==> src/rtl/mem_port_arbiter.sv <==
// mem_port_arbiter
// Arbitrates the single memory port between instruction fetch (IF) and
// load/store (LS), checks alignment before launching, runs the
// en_mem/W_R_mem handshake until done_mem (or a cycle-count timeout),
// then returns data or an error to the winning requester.
//
// Ports:
//   clk, reset             clock and synchronous active-high reset
//   if_req/if_addr         fetch request (always a word read, unsigned)
//   if_ack/if_err          one-cycle completion pulse and error flag to IF
//   ls_req/ls_we/ls_wordsize/ls_sign/ls_addr/ls_wdata
//                          load/store request and command
//   ls_ack/ls_err          one-cycle completion pulse and error flag to LS
//   rdata                  read data, valid with either ack
//   mem_addr/mem_wdata/wordsize_mem/sign_mem
//                          latched command presented to the memory controller
//   en_mem/W_R_mem         memory enable and direction (01 read, 10 write)
//   mem_rdata/done_mem/busy_mem/aligned_mem
//                          memory controller responses
//   grant_ls               high while LS owns the port
module mem_port_arbiter #(
    parameter int AW      = 32,
    parameter int DW      = 32,
    parameter int TIMEOUT = 255
) (
    input  logic          clk,
    input  logic          reset,
    input  logic          if_req,
    input  logic [AW-1:0] if_addr,
    output logic          if_ack,
    output logic          if_err,
    input  logic          ls_req,
    input  logic          ls_we,
    input  logic [1:0]    ls_wordsize,
    input  logic          ls_sign,
    input  logic [AW-1:0] ls_addr,
    input  logic [DW-1:0] ls_wdata,
    output logic          ls_ack,
    output logic          ls_err,
    output logic [DW-1:0] rdata,
    output logic [AW-1:0] mem_addr,
    output logic [DW-1:0] mem_wdata,
    input  logic [DW-1:0] mem_rdata,
    output logic          en_mem,
    output logic [1:0]    W_R_mem,
    output logic [1:0]    wordsize_mem,
    output logic          sign_mem,
    input  logic          busy_mem,
    input  logic          done_mem,
    input  logic          aligned_mem,
    output logic          grant_ls
);

    localparam logic [2:0] ST_IDLE    = 3'd0;
    localparam logic [2:0] ST_CHECK   = 3'd1;
    localparam logic [2:0] ST_ACCESS  = 3'd2;
    localparam logic [2:0] ST_RESP    = 3'd3;
    localparam logic [2:0] ST_RELEASE = 3'd4;

    localparam logic [7:0] TIMEOUT_CNT = 8'(TIMEOUT);

    logic [2:0] state_reg;
    logic [7:0] count_reg;
    logic       we_reg;
    logic       last_ls_reg;   // 1 = LS was served last

    logic pick_ls;
    logic finish;
    logic finish_err;

    // On contention the requester that was not served last wins;
    // a lone request always wins.
    assign pick_ls = ls_req & (~if_req | ~last_ls_reg);

    // A transaction ends either from CHECK (misaligned) or from ACCESS
    // (done or timeout). done_mem takes priority over the timeout.
    always_comb begin
        finish     = 1'b0;
        finish_err = 1'b0;
        case (state_reg)
            ST_CHECK: begin
                if (!aligned_mem) begin
                    finish     = 1'b1;
                    finish_err = 1'b1;
                end
            end
            ST_ACCESS: begin
                if (done_mem) begin
                    finish = 1'b1;
                end else if (count_reg == TIMEOUT_CNT) begin
                    finish     = 1'b1;
                    finish_err = 1'b1;
                end
            end
            default: ;
        endcase
    end

    always_ff @(posedge clk) begin
        if (reset) begin
            state_reg    <= ST_IDLE;
            count_reg    <= 8'd0;
            we_reg       <= 1'b0;
            last_ls_reg  <= 1'b0;
            if_ack       <= 1'b0;
            if_err       <= 1'b0;
            ls_ack       <= 1'b0;
            ls_err       <= 1'b0;
            rdata        <= '0;
            mem_addr     <= '0;
            mem_wdata    <= '0;
            en_mem       <= 1'b0;
            W_R_mem      <= 2'b00;
            wordsize_mem <= 2'b00;
            sign_mem     <= 1'b0;
            grant_ls     <= 1'b0;
        end else begin
            // Acks are single-cycle pulses raised on the edge into RESP.
            if_ack <= finish & ~grant_ls;
            if_err <= finish & finish_err & ~grant_ls;
            ls_ack <= finish & grant_ls;
            ls_err <= finish & finish_err & grant_ls;

            if (finish) begin
                en_mem  <= 1'b0;
                W_R_mem <= 2'b00;
                // Successful completion returns memory data; any error returns 0.
                rdata   <= (state_reg == ST_ACCESS && done_mem) ? mem_rdata : '0;
            end

            case (state_reg)
                ST_IDLE: begin
                    if (if_req || ls_req) begin
                        grant_ls <= pick_ls;
                        if (pick_ls) begin
                            mem_addr     <= ls_addr;
                            mem_wdata    <= ls_wdata;
                            wordsize_mem <= ls_wordsize;
                            sign_mem     <= ls_sign;
                            we_reg       <= ls_we;
                        end else begin
                            mem_addr     <= if_addr;
                            mem_wdata    <= '0;
                            wordsize_mem <= 2'b10;
                            sign_mem     <= 1'b0;
                            we_reg       <= 1'b0;
                        end
                        state_reg <= ST_CHECK;
                    end
                end
                ST_CHECK: begin
                    if (finish) begin
                        state_reg <= ST_RESP;
                    end else begin
                        en_mem    <= 1'b1;
                        W_R_mem   <= we_reg ? 2'b10 : 2'b01;
                        count_reg <= 8'd0;
                        state_reg <= ST_ACCESS;
                    end
                end
                ST_ACCESS: begin
                    if (finish) begin
                        state_reg <= ST_RESP;
                    end else begin
                        count_reg <= count_reg + 8'd1;
                    end
                end
                ST_RESP: begin
                    last_ls_reg <= grant_ls;
                    if (busy_mem) begin
                        state_reg <= ST_RELEASE;
                    end else begin
                        grant_ls  <= 1'b0;
                        state_reg <= ST_IDLE;
                    end
                end
                ST_RELEASE: begin
                    if (!busy_mem) begin
                        grant_ls  <= 1'b0;
                        state_reg <= ST_IDLE;
                    end
                end
                default: state_reg <= ST_IDLE;
            endcase
        end
    end

endmodule

==> config.mk <==
export PLATFORM = sky130hd
export DESIGN_NAME = mem_port_arbiter
export DESIGN_NICKNAME = d
export VERILOG_FILES = /design/src/rtl/mem_port_arbiter.sv
export SDC_FILE = /design/constraint.sdc
export NUM_CORES = 1
export LEC_CHECK = 0
export CAP_MARGIN = 40
export CORE_MARGIN = 5
export CORE_UTILIZATION = 25
export DETAILED_ROUTE_END_ITERATION = 16
export GPL_ROUTABILITY_DRIVEN = 0
export PLACE_DENSITY_LB_ADDON = 0.1
export SYNTH_ARGS = -nofsm -noshare
export SYNTH_HDL_FRONTEND = slang
export SYNTH_SLANG_ARGS = --single-unit
==> constraint.sdc <==
create_clock -name clk -period 4.4 [get_ports clk]
set_input_delay 0.44 -clock clk [delete_from_list [all_inputs] [get_ports clk]]
set_output_delay 0.44 -clock clk [all_outputs]
set_load 0.02 [all_outputs]
; Yosys cells after proc, flatten, opt, wreduce, memory -nomap -nowiden
; Cells that the tools add are included.
[totals]
reg_bits = 120
latch_bits = 0
ramBits = 0
romBits = 0
input_bits = 139
output_inout_bits = 107
wordCells = 79
mem_count = 0
[classes]
addsub = 1
n_mul = 0
n_div = 0
n_lt_le_gt_ge = 0
n_eq_ne = 11
shifts = 0
n_mux = 31
n_bitwise = 10
n_reduce_logical = 10
[op_table]
columns = cell, n
row1 = two-way mux 32 bit, 3
row2 = two-way mux 8 bit, 2
row3 = one-hot mux 8 bit (2 select lines), 1
row4 = one-hot mux 3 bit (5 select lines), 1
row5 = two-way mux 1 bit, 12
row6 = two-way mux 3 bit, 4
row7 = inequality test 2 bit (second input constant), 6
row8 = two-way mux 2 bit, 5
row9 = AND reduction 3 bit, 3
row10 = adder 8 x 1 -> 8 bit (second input constant), 1
row11 = == test 8 bit (second input constant), 1
row12 = AND 1 bit, 6
row13 = == test 3 x 2 -> 1 bit (second input constant), 2
row14 = one-hot mux 1 bit (2 select lines), 3
row15 = nonzero test 2 bit, 2
row16 = == test 3 x 1 -> 1 bit (second input constant), 1
row17 = == test 3 bit (second input constant), 1
row18 = zero test 3 bit, 1
row19 = NOT 1 bit, 3
row20 = AND reduction 2 bit, 1
row21 = OR reduction 2 bit, 1
row22 = logical AND 1 bit, 1
row23 = logical OR 1 bit, 1
row24 = OR 1 bit, 1

; Longest topological paths before layout
; Gate-level depths: netlist of the first run.
[logic_depth]
ltp_word = 7
mapped_depth = 7
ltp_nobuf = 5

; Least setup slack after synthesis of the first run
; OpenSTA, ideal clock, no wires.
[synth_path]
path_kind = register to register
from = reg count_reg[0]
to = reg rdata[10]
setup_ns = 0.117
t_arrival_ns = 1.496
required_ns = 4.283
slack_ns = 2.788
stages_incl_launch_ff = 7
path_buffers = 1
period_less_slack_ns = 1.612
cell_sequence = dfxtp_1 > ha_1 > nand4_1 > nor2_1 > a211oi_4 > buf_2 > a22o_1
[synth_via]
elab_chain_len = 4
[synth_lines]
columns = element, line_no
row1 = from (decl), 63  ; logic [7:0] count_reg;
row2 = from (signal assigned), 165  ; count_reg <= count_reg + 8'd1;
row3 = == test 8 bit, 90  ; end else if (count_reg == TIMEOUT_CNT) begin
row4 = two-way mux 1 bit, 90
row5 = two-way mux 1 bit, 88  ; if (done_mem) begin
row6 = one-hot mux 1 bit (2 select lines), 80  ; case (state_reg)
row7 = to (signal assigned), 128  ; rdata <= (state_reg == ST_ACCESS && done_mem) ? mem_rdata : '0;
row8 = to (decl), 40  ; output logic [DW-1:0] rdata,
; Every way passes these cells.
; A chain may end at the register's enable or synchronous reset.

; Worst setup path in the final report of the first run
[layout_path]
from = reg state_reg[1]
to = reg rdata[17]
[layout_via]
elab_chain_len = 3
elab_cells_between_ends = 5
cone_classes = 2 x eq/ne / 2 x mux / 1 x reduce/logical
[layout_lines]
columns = element, line_no
row1 = from (decl), 62  ; logic [2:0] state_reg;
row2 = from (signal assigned), 101  ; state_reg <= ST_IDLE;
row3 = from (signal assigned), 148  ; state_reg <= ST_CHECK;
row4 = from (signal assigned), 153  ; state_reg <= ST_RESP;
row5 = == test 3 x 2 -> 1 bit, "80, 128"
row6 = logical AND 1 bit, 128
row7 = two-way mux 32 bit, 128
; Several ways; a longest one is shown, not always the timed one.

==> results of run 1 <==
-- Yosys cell counts, types with 2 or more instances --
master,instances,area share (%)
sky130_fd_sc_hd__dfxtp_1,120,53
sky130_fd_sc_hd__nor2_1,64,5.3
sky130_fd_sc_hd__a22o_1,47,9.1
sky130_fd_sc_hd__mux2i_1,35,7.7
sky130_fd_sc_hd__a211oi_1,32,5.3
sky130_fd_sc_hd__a22oi_1,23,3.8
sky130_fd_sc_hd__buf_2,20,2.2
sky130_fd_sc_hd__nand3_1,8,0.88
sky130_fd_sc_hd__clkbuf_1,7,0.58
sky130_fd_sc_hd__nand2_1,6,0.50
sky130_fd_sc_hd__buf_4,4,0.66
sky130_fd_sc_hd__nor3_1,4,0.44
sky130_fd_sc_hd__a21oi_1,3,0.33
sky130_fd_sc_hd__a221o_1,3,0.66
sky130_fd_sc_hd__and2_1,3,0.41
sky130_fd_sc_hd__buf_6,3,0.75
sky130_fd_sc_hd__nor2b_1,3,0.41
sky130_fd_sc_hd__o21a_1,3,0.50
sky130_fd_sc_hd__a31oi_1,2,0.28
sky130_fd_sc_hd__nand4_1,2,0.28
sky130_fd_sc_hd__nor3b_1,2,0.33
sky130_fd_sc_hd__nor3b_4,2,0.83
sky130_fd_sc_hd__nor4b_1,2,0.39
sky130_fd_sc_hd__o21ai_0,2,0.22
sky130_fd_sc_hd__o22ai_1,2,0.28
sky130_fd_sc_hd__xnor2_1,2,0.39
-- where the power goes --
part           total (uW)  switching (uW)  internal [uW]
Clock                1380             523            854
Sequential           1280            76.6           1210
Combinational         847             422            425
-- worst paths after layout --
kind / endpoint / depth (start not counted) / slack (ns) / from
hold / removal: mem_wdata[18]$_SDFFE_PP0P_ / 2 / 0.46 / mem_wdata[18]$_SDFFE_PP0P_
setup reg to reg: rdata[17]$_SDFFE_PP0P_ / 4 / 2.33 / state_reg[1]$_SDFFE_PP0P_
hold reg to reg: mem_wdata[18]$_SDFFE_PP0P_ / 2 / 0.46 / mem_wdata[18]$_SDFFE_PP0P_
setup / recovery: rdata[17]$_SDFFE_PP0P_ / 4 / 2.33 / state_reg[1]$_SDFFE_PP0P_
-- cell type report --
| cell class | count | share of cell area [%] |
|---|---|---|
| clock buffer | 19 | 5.73 |
| clock inverter | 13 | 1.86 |
| inverter | 1 | 0.0486 |
| multi-input combinational | 270 | 25.2 |
| sequential | 120 | 31.1 |
| tap | 229 | 3.71 |
| timing repair buffer | 251 | 32.4 |
-- per-stage QoR --
stage / power, uW / std cells / util, %
4_1_cts: 3570 / 903 / 43.1
3_3_place_gp: 2160 / 870 / 39.8
3_5_place_dp: 2160 / 871 / 39.9
6_report: 3510 / 903 / 43.1
5_1_grt: 3700 / 903 / 43.1
2_1_floorplan: 1750 / 426 / -
-- logic make-up (layout without fill, tap and decap cells) --
| kind of cell | count (synthesis) | count (layout) |
|---|---|---|
| xor gates and xnor gates | 2 | 2 |
| DFF | 120 | 120 |
| muxes | 35 | 35 |
| and+or+nand+nor | 108 | 108 |
| AOI/OAI and AO/OA | 124 | 124 |
| adders and majority gates | 1 | 1 |
| buffers and inverters | 36 | 284 |
-- worst max-delay path: stages, from the launching register on --
cell and delay (ns):
sky130_fd_sc_hd__dfxtp_1 0.63, sky130_fd_sc_hd__nor3b_4 0.43, sky130_fd_sc_hd__and3b_1 0.55, sky130_fd_sc_hd__buf_8 0.24, sky130_fd_sc_hd__a22o_1 0.15
-- per-layer routing --
layer / GRT usage (%) / share of wire (%) / routed length (um) / vias to the layer above
met5: 0 / 0.091 / 13 / -
met3: 6.32 / 11 / 1580 / 24
met4: 6.38 / 2.5 / 360 / 2
met2: 19.8 / 44 / 6230 / 180
met1: 16.3 / 42 / 6040 / 1863
li1: - / - / - / 2057
==> flow_results.org, run 1 <==
** Run status
- The flow ran to the end, and the final reports show no timing, DRC or antenna violations.

** Synthesis
- Post-Syn Area per Cell :: 10.6 um^2
- Largest family of logic cells by synthesized area :: compound AO/OA/AOI/OAI gates
- Synthesis inferred 120 register bits.
- Fraction of the mapped netlist area in adder cells :: less than 1%
- Post-synthesis cell type count :: 48
- Of the total synthesized cell area, the portion taken by XOR and XNOR cells is 0.387%.
- Proportion of synthesized chip area in sequential cells :: 53.0%
- After synthesis, the share of cell area in mux cells is around 7.7%.
- Number of synthesized flops with an enable pin :: 0
- Async SR Flop Fraction :: 0%
- Synthesis produced a netlist whose cell count is 426.
- The synthesized netlist devotes 12.3% of its cell area to simple gates.
- Fraction of the mapped netlist area in compound gates :: 21.9%
- Yosys printed 0 warnings.
- Syn_nets :: between 500 and 600
- After synthesis the cells add up to 4530 um^2.
- In the synthesized netlist the dominant register cell turns out to be sky130_fd_sc_hd__dfxtp_1.

** Floorplan
- Full die area :: 20,900 um^2
- Row generation in the floorplan step produced 49 rows.
- The core region is 17,900 um^2.
- I/O pins :: 246
- From left edge to right edge, the die measures 145 um.
- Chip Height :: about 140 um
- Once the floorplan was initialized, standard cells occupied between 20% and 30% of the core.

** Global route
- The first global-routing pass estimated 21.8 mm of wire.
- Entering global routing, the biggest net connects 75 pins.
- After global routing the overflow that remains totals 0.
- The number of antenna violations at the first check in global routing is 1.
- The number of global-route vias before repair was 4,163.
- Global router's overall resource usage :: 13.3%

** Drt
- DR DRC count :: 0
- Using the TritonRoute via totals, the vias-per-cell ratio works out to 4.57.
- Wires add up to between 10 and 15 mm.
- The first detailed-routing pass took 4 iterations.
- Count of routing violations after the opening detailed-route iteration :: 145
- In the final routed layout, each cell accounts on average for 15.7 um.
- The routed layout has just over 4,000 vias.
- In this run the remaining antenna-violating nets after routing total 0.

** Placed design
- Prior to clock tree synthesis, the placed netlist has a worst setup slack of slightly above 2 ns.
- Total placed instance area :: 7140 um^2
- Port-buffer cells :: between 200 and 250
- Sum of net half-perimeters after detailed placement :: 10.5 mm

** Clock network
- Worst-case clock buffer depth :: 2
- The number of hold buffers added after CTS was 0.
- In this run the number of H-tree levels came out at 4.
- Number of post-CTS setup repair buffers :: 0
- Number of sinks driven by the clock tree :: between 100 and 150
- Clock-pin slew was measured on the worst setup and hold paths at 0.06 ns.
- Clock tree synthesis inserted a total of 17 buffers.
- At the later pin of the worst-skew pair, clock insertion delay measures 0.41 ns.
- Number of gates resized after CTS :: 0
- In this run the clock root is driven by a sky130_fd_sc_hd__clkbuf_16.
- Clock tree from TritonCTS :: built

** Cells and area
- In the final layout, the multi-input gates occupy 1940 um^2.
- After routing the design area is 7720 um^2.
- The largest registers in the layout are mem_addr: 32 flops, mem_wdata: 32 flops, rdata: 32 flops.
- The net count of the finished layout is 801.
- Fraction of final layout cells sized beyond drive strength 1 :: 7.12%
- Relative to the synthesized area, the layout overhead comes to 70.4%.
- Leaving out fill and tap cells, the most frequent cell in the layout is sky130_fd_sc_hd__clkdlybuf4s50_1.
- 0 antenna diodes ended up in the layout.
- In the layout the commonest cells are sky130_fd_sc_hd__clkdlybuf4s50_1 (244), sky130_fd_sc_hd__dfxtp_1 (120), sky130_fd_sc_hd__nor2_1 (64).
- Fill count :: 1,700
- Sequential cell area in the final layout :: 2400 um^2

** STA
- The routed design could run at a clock period as short as 2.07 ns.
- Count of final setup violators :: 0
- Across the routed clock network, the largest skew measured is ~0.0095 ns.
- The number of hold violations in the final report is 0.
- Setup repair after global routing left no endpoint under its margin.
- Final TNS setup :: 0 ns
- Maximum clock rate :: 482 MHz
- On the final layout, the worst hold slack is 0.459 ns.
- Count of pins over their slew limit :: 0
- Worst slew pin tran :: approximately 0.92 ns
- The worst path uses approximately 47% of the clock period.
- In the post-route analysis, the smallest setup slack over all paths is 2.33 ns.
- Worst rel slew slack :: about two fifths

** Power
- For this design the static power due to leakage is 0.00290 uW.
- IR analysis of the VDD net gives a maximum drop of 0.252 mV.
- Pwr dens :: 454 nW/um^2

** Critical path
- Endpoint class of the critical path :: register
- Element type at the critical path start :: register
- Of all nets on the critical path, the largest fanout is 20.
- STA puts the critical path data arrival time at ~2.4 ns.
- At the worst endpoint, the required time is 4.75 ns.
- Crit Path Class :: reg -> reg

** Worst hold path
- Path category of the worst min-delay check :: reg -> reg

** Job
- Max Cap Viol :: 0
Note: power is estimated with default switching activity, not from simulation.
==> inputs of run 2 (changes only) <==
==> constraint.sdc (replaced) <==
create_clock -name clk -period 2.1 [get_ports clk]
set_input_delay 0.21 -clock clk [delete_from_list [all_inputs] [get_ports clk]]
set_output_delay 0.21 -clock clk [all_outputs]
set_load 0.02 [all_outputs]
==> flow_results.org, run 2 (synthesis results as in run 1) <==
** Global route
- Largest net degree at the start of global routing :: 67
- The first global-routing pass estimated 21.7 mm of wire.
- Vias in the first global route :: 4,231
- Initial antenna violation count :: 0
- Most used routing layer :: met2
- Summed over all layers, the global routing overflow is 0.
- Met3 Resource Use GR :: 6.38%
- Global routing used ~16% of the available met1 tracks.
- In the global route stage, met2 resource usage came out at between 20% and 30%.
- Global router's overall resource usage :: a little over an eighth

** Cells and area
- Post-route cell area :: 7830 um^2
- Biggest registers after layout :: mem_addr: 32 flops, mem_wdata: 32 flops, rdata: 32 flops
- Once layout is complete, the cells apart from fillers number 908.
- The repair_antennas step left the layout with diodes totalling 0.
- Leading cell type in the layout, fill and taps excluded :: sky130_fd_sc_hd__clkdlybuf4s50_1
- In the layout the commonest cells are sky130_fd_sc_hd__clkdlybuf4s50_1 (244), sky130_fd_sc_hd__dfxtp_1 (120), sky130_fd_sc_hd__nor2_1 (64).
- Fraction of final layout cells sized beyond drive strength 1 :: 7.95%
- Fill count :: 1,686
- From synthesis to final layout, the design area changed by 72.7%.
- At the end of the flow, the number of nets in the layout was 807.

** STA
- For the pin with the worst max-slew slack, the measured transition is 0.869 ns.
- Dividing the final minimum period by the clock period gives 89.9%.
- For the final routed database, the setup TNS stands at 0 ns.
- Number of hold violations in the final report :: 0
- For this run, the top clock speed supported by timing is approximately 530 MHz.
- Count of final setup violators :: 0
- Worst rel slew slack :: between 40% and 50%
- Post-Route Skew :: a little under 0.006 ns
- Clock period minus final worst setup slack :: between 1.5 and 2 ns
- Setup repair after global routing missed its margin :: no
- Across all hold checks on the routed design, the worst slack comes to 0.178 ns.
- The count of pins over their slew limit is 0.

** Drt
- In the final routed layout, each cell accounts on average for 15.9 um.
- DR vias :: 4,131
- Post-route ant nets :: 0
- The pre-antenna-repair detailed-routing pass consisted of 4 iterations.
- Count of routing violations after the opening detailed-route iteration :: 96
- The final layout contains routed wiring with a total length of roughly 14 mm.
- In the routed design, unresolved DRC markers number 0.
- Using the TritonRoute via totals, the vias-per-cell ratio works out to 4.55.

** Run status
- The flow ran to the end, and the final reports show no timing, DRC or antenna violations.

** Clock network
- CTS H-Tree Depth :: 4
- Number of sinks driven by the clock tree :: 120
- TritonCTS created 17 clock buffers.
- Worst-case clock buffer depth :: 2
- Clock tree from TritonCTS :: built
- Clock Tree Root :: sky130_fd_sc_hd__clkbuf_16
- Reg clk slew, reported paths :: approximately 0.06 ns
- For this design, the CTS-stage hold fixing added 0 buffers.
- Number of post-CTS setup repair buffers :: 0
- For the worst-skew pair, the clock arrives at the later sink with an insertion delay of approximately 0.41 ns.
- Once the clock tree was built, the resizer swapped 0 gates to a different size.

** Floorplan
- Number of standard-cell rows in the floorplan :: 49
- Starting density of the core :: between 20% and 30%
- From bottom edge to top edge, the die measures 145 um.
- In this run the horizontal extent of the chip is 145 um.
- Full die area :: 20,900 um^2
- I/O pins :: 246
- Total core area :: 17,900 um^2

** Critical path
- Required time reported for the critical path endpoint :: about 2.5 ns
- Arrival time of the worst setup path :: 2.24 ns
- Crit Path Class :: reg -> reg
- The largest individual stage delay along the critical path comes from the cell sky130_fd_sc_hd__nor2_1.
- Delay of the slowest cell on the worst path :: 0.66 ns
- Cell-by-cell listing of the critical path :: nor3_2 -> o21a_2 -> nor2_1 -> a22o_1
- Element type at the critical path start :: register
- Among cell families on the critical path, the largest total delay comes from simple AND/OR/NAND/NOR gates.
- Endpoint class of the critical path :: register
- Along the worst path, the maximum fanout reaches 13.
- The number of buffers and inverters on the critical path is 0.

** Job
- Max-cap violations in this run came to 0.

** Placed design
- Once detailed placement completed, the half-perimeter wirelength came to 10.7 mm.
- After detailed placement, the design holds a cell count of 877.
- Once placement finished, the instance area stood at 7220 um^2.
- Input and output buffers added on the ports amount to 245.

** Power
- IR Drop Worst-Case VDD :: 0.509 mV
- Pwr dens :: 956 nW/um^2
- Leakage :: 0.00296 uW

** Worst hold path
- The min-delay analysis places its worst path in the category in -> reg.
[run 2: cell count changes in the layout (fill, tap and decap cells not counted), sizes merged]
cell,previous run,this run
buf,7,13
clkinv,3,5
clkinvlp,4,3
inv,5,2
bufinv,2,3
[run 2: power by group]
part | internal, uW | switching (uW) | leakage [uW]
clock network | 1920 | 1060 | 0.000291
logic | 925 | 902 | 0.00168
registers | 2530 | 153 | 0.000981
total | 5370 | 2110 | 0.00296
[run 2: area by class of cell]
type | count | area (um^2) | area share [%]
Timing Repair Buffer | 257 | 2590 | 33.1
Clock inverter | 12 | 150 | 1.92
Inverter | 1 | 3.75 | 0.0480
Multi-Input combinational cell | 270 | 1940 | 24.8
Tap cell | 229 | 287 | 3.66
Sequential cell | 120 | 2400 | 30.7
Clock buffer | 19 | 453 | 5.79
[run 2: path summary, 6_finish.rpt]
path	depth (start not counted)	end	slack (ns)	startpoint
setup / recovery	4	mem_wdata[21]$_SDFFE_PP0P_	0.21	state_reg[1]$_SDFFE_PP0P_
hold / removal	2	count_reg[6]$_SDFFE_PP0P_	0.18	reset
setup reg to reg	4	mem_wdata[21]$_SDFFE_PP0P_	0.21	state_reg[1]$_SDFFE_PP0P_
hold reg to reg	1	en_mem$_SDFF_PP0_	0.47	en_mem$_SDFF_PP0_
[run 2: per-layer routing]
metal  vias up  part of all wire, %  routed length, um
met5         -                    0                  0
met4         0                  2.3                332
met3        21                   11               1580
met2       179                   45               6450
met1      1859                   42               6050
li1       2072                    -                  -
[run 2: metrics by stage]
step	util [%]	power, uW	setup slack (ns)
floorplan	-	3660	0.488
global placement	40.4	4560	0.172
detailed placement	40.4	4580	0.114
CTS	43.7	7600	0.184
global route	43.7	7870	0.0229
finish	43.7	7480	0.211
[run 2: worst reg2reg max path: cells and delay by family, from the launching register on]
kind,cells,cell delay (ns)
AND/OR/NAND/NOR,2,0.78
AO/OA/AOI/OAI,2,0.41
flip-flops,1,0.63
